**src/rtl/loctag_adc_pkg.sv**
```systemverilog
// Shared types and frame constants for the LT5534 detector ADC sequencer.
// Latency: n/a (declarations only).
// Backpressure: n/a.
package loctag_adc_pkg;

  // Conversion sequencer states
  typedef enum logic [1:0] {
    IDLE  = 2'd0,
    SETUP = 2'd1,
    SHIFT = 2'd2,
    QUIET = 2'd3
  } adc_state_e;

  // Serial frame layout: lead zeros followed by the conversion result, MSB first
  localparam int ADC_FRAME_BITS = 16;
  localparam int ADC_LEAD_ZEROS = 4;
  localparam int ADC_DATA_W     = ADC_FRAME_BITS - ADC_LEAD_ZEROS;

endpackage

```
**src/rtl/adc_trig_sync.sv**
```systemverilog
// Synchronises the raw trigger pin and emits a one-cycle pulse on its rising edge.
// Latency: pulse is high the 2nd clk cycle after trig_in rises (two synchroniser flops).
// Backpressure: none; every synchronised rising edge produces exactly one pulse.
module adc_trig_sync (
  input  logic clk,
  input  logic reset_n,
  input  logic trig_in,
  output logic trig_pulse
);

  logic meta_q, meta_d;
  logic sync_q, sync_d;
  logic prev_q, prev_d;

  // Next-state: plain shift through the synchroniser and the edge-history flop
  always_comb begin
    meta_d = trig_in;
    sync_d = meta_q;
    prev_d = sync_q;
  end

  // Synchroniser chain, cleared on reset so a high pin at release looks like an edge
  always_ff @(posedge clk or negedge reset_n) begin
    if (!reset_n) begin
      meta_q <= 1'b0;
      sync_q <= 1'b0;
      prev_q <= 1'b0;
    end else begin
      meta_q <= meta_d;
      sync_q <= sync_d;
      prev_q <= prev_d;
    end
  end

  assign trig_pulse = sync_q & ~prev_q;

endmodule

```
**src/rtl/adc_sample_ctrl.sv**
```systemverilog
// Drives cs_n/sclk of the detector ADC, shifts in one frame per conversion, offers the result on valid/ready.
// Latency: frame start to cs_n high (sample_valid) = 1 + 2*CLK_DIV*FRAME_BITS cycles; trig pin to start ~3 cycles.
// Backpressure: sample held until sample_ready; a frame finishing while still pending is dropped and sets overrun.
// Optional ADC_THRESHOLD_EN adds thresh/over_thresh: one-cycle flag when a loaded sample is >= thresh.
module adc_sample_ctrl
  import loctag_adc_pkg::*;
#(
  parameter int CLK_DIV    = 2,
  parameter int FRAME_BITS = ADC_FRAME_BITS,
  parameter int DATA_W     = ADC_DATA_W,
  parameter int QUIET_CYC  = 4,
  parameter int PERIOD_W   = 16
) (
  input  logic                clk,
  input  logic                reset_n,
  input  logic                enable,
  input  logic                trig_mode,
  input  logic [PERIOD_W-1:0] sample_period,
  input  logic                trig_in,
  output logic                adc_cs_n,
  output logic                adc_sclk,
  input  logic                adc_so,
  output logic [DATA_W-1:0]   sample_data,
  output logic                sample_valid,
  input  logic                sample_ready,
  output logic                busy,
  output logic                overrun,
  input  logic                overrun_clr,
`ifdef ADC_THRESHOLD_EN
  input  logic [DATA_W-1:0]   thresh,
  output logic                over_thresh,
`endif
  output logic                trig_miss
);

  localparam int DIV_W = $clog2(CLK_DIV + 1);
  localparam int BIT_W = $clog2(FRAME_BITS + 1);
  localparam int Q_W   = $clog2(QUIET_CYC + 1);

  logic trig_pulse;

  adc_trig_sync u_trig_sync (
    .clk        (clk),
    .reset_n    (reset_n),
    .trig_in    (trig_in),
    .trig_pulse (trig_pulse)
  );

  adc_state_e          state_q,   state_d;
  logic                cs_n_q,    cs_n_d;
  logic                sclk_q,    sclk_d;
  logic [DIV_W-1:0]    div_q,     div_d;
  logic [BIT_W-1:0]    bit_q,     bit_d;
  logic [Q_W-1:0]      quiet_q,   quiet_d;
  logic [DATA_W-1:0]   shift_q,   shift_d;
  logic [PERIOD_W-1:0] per_q,     per_d;
  logic                mode_q,    mode_d;
  logic [DATA_W-1:0]   data_q,    data_d;
  logic                valid_q,   valid_d;
  logic                busy_q,    busy_d;
  logic                overrun_q, overrun_d;
  logic                miss_q,    miss_d;
`ifdef ADC_THRESHOLD_EN
  logic                over_q,    over_d;
`endif

  logic                eff_mode;
  logic [PERIOD_W-1:0] period_last;
  logic                per_due;
  logic                start;
  logic                frame_done;
  logic                load;

  // Next-state for sequencer, period counter and output handshake
  always_comb begin
    state_d   = state_q;
    cs_n_d    = cs_n_q;
    sclk_d    = sclk_q;
    div_d     = div_q;
    bit_d     = bit_q;
    quiet_d   = quiet_q;
    shift_d   = shift_q;
    data_d    = data_q;
    valid_d   = valid_q;
    frame_done = 1'b0;

    // Mode is only re-sampled while idle so a frame never changes personality midway
    eff_mode = (state_q == IDLE) ? trig_mode : mode_q;
    mode_d   = eff_mode;

    // A period of 0 behaves like 1: start as soon as the sequencer is idle
    period_last = (sample_period == '0) ? '0 : sample_period - PERIOD_W'(1);
    per_due     = (per_q >= period_last);
    // Saturate so a long idle stretch cannot wrap and delay the next start
    per_d       = (per_q == '1) ? per_q : per_q + PERIOD_W'(1);

    start = (state_q == IDLE) && enable && (eff_mode ? trig_pulse : per_due);

    case (state_q)
      IDLE: begin
        if (start) begin
          state_d = SETUP;
          cs_n_d  = 1'b0;
          per_d   = '0;
        end
      end
      SETUP: begin
        state_d = SHIFT;
        sclk_d  = 1'b0;
        div_d   = '0;
        bit_d   = '0;
      end
      SHIFT: begin
        if (div_q == DIV_W'(CLK_DIV - 1)) begin
          div_d = '0;
          if (!sclk_q) begin
            // Rising sclk: the ADC has held this bit for a full low half-period
            sclk_d  = 1'b1;
            shift_d = {shift_q[DATA_W-2:0], adc_so};
          end else if (bit_q == BIT_W'(FRAME_BITS - 1)) begin
            // Last high half-period complete: leave sclk idling high and release cs_n
            cs_n_d     = 1'b1;
            state_d    = QUIET;
            quiet_d    = '0;
            frame_done = 1'b1;
          end else begin
            sclk_d = 1'b0;
            bit_d  = bit_q + BIT_W'(1);
          end
        end else begin
          div_d = div_q + DIV_W'(1);
        end
      end
      QUIET: begin
        if (quiet_q == Q_W'(QUIET_CYC - 1)) begin
          state_d = IDLE;
        end else begin
          quiet_d = quiet_q + Q_W'(1);
        end
      end
      default: begin
        state_d = IDLE;
        cs_n_d  = 1'b1;
        sclk_d  = 1'b1;
      end
    endcase

    busy_d = (state_d != IDLE);
    // Edges arriving while a frame or quiet time is running are reported, not queued
    miss_d = trig_pulse && eff_mode && (state_q != IDLE);

    // Shift register only keeps the low DATA_W bits, so the lead zeros fall off the top
    load = frame_done && (!valid_q || sample_ready);
    if (load) begin
      data_d  = shift_q;
      valid_d = 1'b1;
    end else if (valid_q && sample_ready) begin
      valid_d = 1'b0;
    end

    if (overrun_clr) begin
      overrun_d = 1'b0;
    end else if (frame_done && !load) begin
      overrun_d = 1'b1;
    end else begin
      overrun_d = overrun_q;
    end

`ifdef ADC_THRESHOLD_EN
    over_d = load && (shift_q >= thresh);
`endif
  end

  // Sequencer state and all registered outputs; reset aborts any frame in flight
  always_ff @(posedge clk or negedge reset_n) begin
    if (!reset_n) begin
      state_q   <= IDLE;
      cs_n_q    <= 1'b1;
      sclk_q    <= 1'b1;
      div_q     <= '0;
      bit_q     <= '0;
      quiet_q   <= '0;
      shift_q   <= '0;
      per_q     <= '0;
      mode_q    <= 1'b0;
      data_q    <= '0;
      valid_q   <= 1'b0;
      busy_q    <= 1'b0;
      overrun_q <= 1'b0;
      miss_q    <= 1'b0;
`ifdef ADC_THRESHOLD_EN
      over_q    <= 1'b0;
`endif
    end else begin
      state_q   <= state_d;
      cs_n_q    <= cs_n_d;
      sclk_q    <= sclk_d;
      div_q     <= div_d;
      bit_q     <= bit_d;
      quiet_q   <= quiet_d;
      shift_q   <= shift_d;
      per_q     <= per_d;
      mode_q    <= mode_d;
      data_q    <= data_d;
      valid_q   <= valid_d;
      busy_q    <= busy_d;
      overrun_q <= overrun_d;
      miss_q    <= miss_d;
`ifdef ADC_THRESHOLD_EN
      over_q    <= over_d;
`endif
    end
  end

  assign adc_cs_n     = cs_n_q;
  assign adc_sclk     = sclk_q;
  assign sample_data  = data_q;
  assign sample_valid = valid_q;
  assign busy         = busy_q;
  assign overrun      = overrun_q;
  assign trig_miss    = miss_q;
`ifdef ADC_THRESHOLD_EN
  assign over_thresh  = over_q;
`endif

endmodule

```
**config.mk**
```make
export PLATFORM = sky130hd
export DESIGN_NAME = adc_sample_ctrl
export DESIGN_NICKNAME = d
export VERILOG_FILES = /design/src/rtl/loctag_adc_pkg.sv /design/src/rtl/adc_trig_sync.sv /design/src/rtl/adc_sample_ctrl.sv
export SDC_FILE = /design/constraint.sdc
export NUM_CORES = 1
export LEC_CHECK = 0
export BUFFER_PORTS_ARGS = -buffer_cell sky130_fd_sc_hd__buf_2
export CORE_UTILIZATION = 45
export DETAILED_ROUTE_END_ITERATION = 12
export PLACE_DENSITY = 0.64
export SYNTH_ARGS = -nofsm -noshare
export SYNTH_HDL_FRONTEND = slang
export SYNTH_SLANG_ARGS = --single-unit
```
**constraint.sdc**
```tcl
create_clock -name clk -period 2.65 [get_ports clk]
set_input_delay 0.6625 -clock clk [delete_from_list [all_inputs] [get_ports clk]]
set_output_delay 0.6625 -clock clk [all_outputs]
set_load 0.1 [all_outputs]
```
==> flow_metrics.tcl <==
set metrics [dict create \
    crit_end "state_q[1]" \
    async_flop_share 1.00 \
    grt_usage 0.192 \
    final_antenna_net_count 0 \
    fp.dieW_um 88.8 \
    slew_viol_final 0 \
    crit_slowest_cell "or4_4" \
    ys_ff_latch 62 \
    ir_drop_mv 0.561 \
    wl_per_cell_um 13.4 \
    crit_top_cell "or4_4" \
    ios 42 \
    cts.path.max_buffers 2 \
    dr.pass1.iters 4 \
    routed_via_density 5.11 \
    maxSlewHeadroom 0.513 \
    finalCriticalPeriod_ns 3.64 \
    ff2ff_path_depth 8 \
    path_cells "buf_6 -> or4_4 -> nor4_4 -> nand2b_1 -> or3_4 -> nor3_2 -> a21oi_1 -> ha_1 -> nand2_1 -> o21ai_1 -> or3_1 -> or4_4 -> and2_4 -> o31ai_1" \
    rsz0062_at_grt "true" \
    die_y_um 88.8 \
    syn_inst 328 \
    timing.final.crit_share 1.37 \
    antenna_found_initial 0 \
    synth_fp_nets 379 \
    reg2reg_slack_ns 0.23 \
    cts_root_buf "clkbuf_8" \
    syn-cell-area_mm2 0.00339 \
    dpl_worst_slack_ns -1.47 \
    clk_latency_ns 0.33 \
    crit_type "primary input to flop" \
    cts.sinks 62 \
    h-tree-depth 3 \
    drc 0 \
    required_ns 2.89 \
    crit_path_start_kind "primary input" \
    synthTopCellsByArea "dfrtp_1, ha_1, mux2_2" \
    synth.most_common_cell "dfrtp_1" \
    wirelength_um 6910 \
    place_congestion 0.814 \
    portBuffers 41 \
    r2r_start "per_q[0]" \
    vias 2631 \
    clk_pin_slew_worst_paths_ns 0.07 \
    min_path_type "primary input to asynchronous set/reset pin" \
    cap_violations 0 \
    fin_ws_ns -0.989 \
    finalNonFillerCells 515 \
    max_freq_mhz 275 \
    cp-end-kind "flop" \
    finClkSkew_ns 0.00631 \
    violations "negative setup slack" \
    arrival_ns 3.88 \
    synth-main-ff-cell "dfrtp_1" \
    start_util 0.467 \
    p_leak_uw 0.00207 \
    r2r-end "state_q[1]" \
    grt_pass1_vias 2594 \
    synth.distinct_cells 45 \
    p_per_area_mw_per_mm2 1000 \
    rows 31 \
    layout.nets 462 \
    critPathBufInv 1 \
    cp_top_family "simple AND/OR/NAND/NOR gates" \
    ys_seq_area_frac 0.459 \
    synth_top_area_share 0.443 \
    slowest_delay_ns 0.55 \
    dp_hpwl_um 4830 \
    synth_top_cell_by_area "dfrtp_1" \
    yosysWarnings 0 \
    cts_buffers 9 \
    outcome "finished with violations" \
    grt_max_degree 63 \
    final_hold_viol_count 0 \
    drive_gt1_frac 0.346 \
    diodes 0 \
    dieArea_mm2 0.00788 \
    post-place-cells 495 \
    drtIter0Drc 119 \
    tightest_slew_ns 0.712 \
    area.growth.synth_to_final_pct 26.3 \
    avgSynthCellArea_um2 10.3 \
    core_region_area_mm2 0.00725 \
    grt-ovfl-total 0 \
    crit_cells 14 \
    cts_tree "yes" \
    synth_common_cells "dfrtp_1, nand2_1, nor2_1" \
    worstSetupStartpoint "sample_period[7]" \
    grt_pass1_wl_um 11500 \
    worst_hold_slack_ns 0.324 \
    setup_violations 20 \
    cp_max_fo 5 \
    synth-edff-count 0 \
]
## worst min-delay path by stage
stage | end | depth (start not counted)
CTS | trig_miss | 2
global placement | u_trig_sync.prev_d | 0
detailed placement | u_trig_sync.prev_d | 0
finish | u_trig_sync.prev_q | 2
floorplan | u_trig_sync.prev_d | 0
global route | u_trig_sync.prev_q | 2
## per-stage QoR
stage | area [um2] | setup TNS (ns) | power [uW] | util
2_1_floorplan | 3410 | -22.66 | 2920 | -
3_3_place_gp | 3960 | -25.97 | 3290 | 0.546
3_5_place_dp | 3960 | -27.73 | 3340 | 0.546
4_1_cts | 4230 | -19.82 | 4240 | 0.583
5_1_grt | 4280 | -21.55 | 4600 | 0.590
6_report | 4280 | -18.86 | 4280 | 0.590
## cell usage in the layout, fill, tap and decap left out, types with 2 or more instances in the layout
cell / n
nor4_1: 4
a21o_1: 2
buf_2: 40
or3_1: 3
mux2_2: 25
buf_4: 33
o21ai_0: 6
and2_1: 2
nor2_1: 31
ha_1: 27
or2_2: 2
clkinvlp_4: 2
nor2b_1: 3
a21oi_1: 11
inv_1: 11
or4_4: 2
nand2b_1: 6
a311oi_2: 2
clkbuf_8: 9
nand2_2: 2
and2_4: 4
nor3_2: 3
dfstp_2: 2
nor3_1: 9
mux2i_1: 4
a21oi_2: 3
xor2_1: 16
nand2_1: 36
clkinv_2: 2
and3_1: 5
nand3_1: 5
nor3b_1: 2
xnor2_1: 7
dfrtp_1: 60
nand4_1: 9
## metal layers
metal / track usage / vias to the layer above / part of all wire
li1: - / 1333 / -
met2: 0.317 / 29 / 0.49
met3: 0.0476 / 4 / 0.028
met1: 0.249 / 1265 / 0.48
met5: 0 / - / 0
met4: 0.0587 / 0 / 0.0067
## final cells by class
type / count / area [um2]
Clock inverter: 7 / 72.6
Tap cell: 99 / 124
Clock buffer: 9 / 124
Multi-Input combinational cell: 252 / 1880
Inverter: 11 / 41.3
Fill cell: 647 / 2980
Timing Repair Buffer: 75 / 479
Sequential cell: 62 / 1550
## logic make-up (layout without fill, tap and decap cells)
| logic type | count (synthesis) | count (layout) | synth area share |
|---|---|---|---|
| fa+ha+maj | 27 | 27 | 0.0997 |
| flops | 62 | 62 | 0.459 |
| xor+xnor | 23 | 23 | 0.0595 |
| compound gates | 37 | 37 | 0.0691 |
| buf+inv | 17 | 102 | 0.0244 |
| mux | 29 | 29 | 0.0949 |
| simple gates | 133 | 136 | 0.194 |
## repair_timing
item | in CTS | in global routing
gates resized for setup | 12 | 10
setup endpoints to repair | 20 | 20
gates cloned | 3 | 0
buffers inserted | 1 | 0
pin swaps | 6 | 3
hold buffers | 0 | 0
## registers in the layout (all words and copies together), names as in the netlist
signal and flops:
u_trig_sync.prev_d 1, busy 1, sample_valid 1, div_q 2
shift_q 12, state_q 2, per_q 16, sample_data 12
u_trig_sync.prev_q 1, adc_sclk 1, adc_cs_n 1, bit_q 5
overrun 1, trig_miss 1, quiet_q 3, mode_q 1
u_trig_sync.meta_q 1
## report_power, final
part           switching, uW  total [uW]  leakage [uW]  internal, uW
Sequential               327        1630      0.000782          1300
Combinational           1110        1830       0.00119           724
Clock                    390         825     0.0000956           435
Total                   1830        4280       0.00207          2460
(Power assumes the default switching activity.)
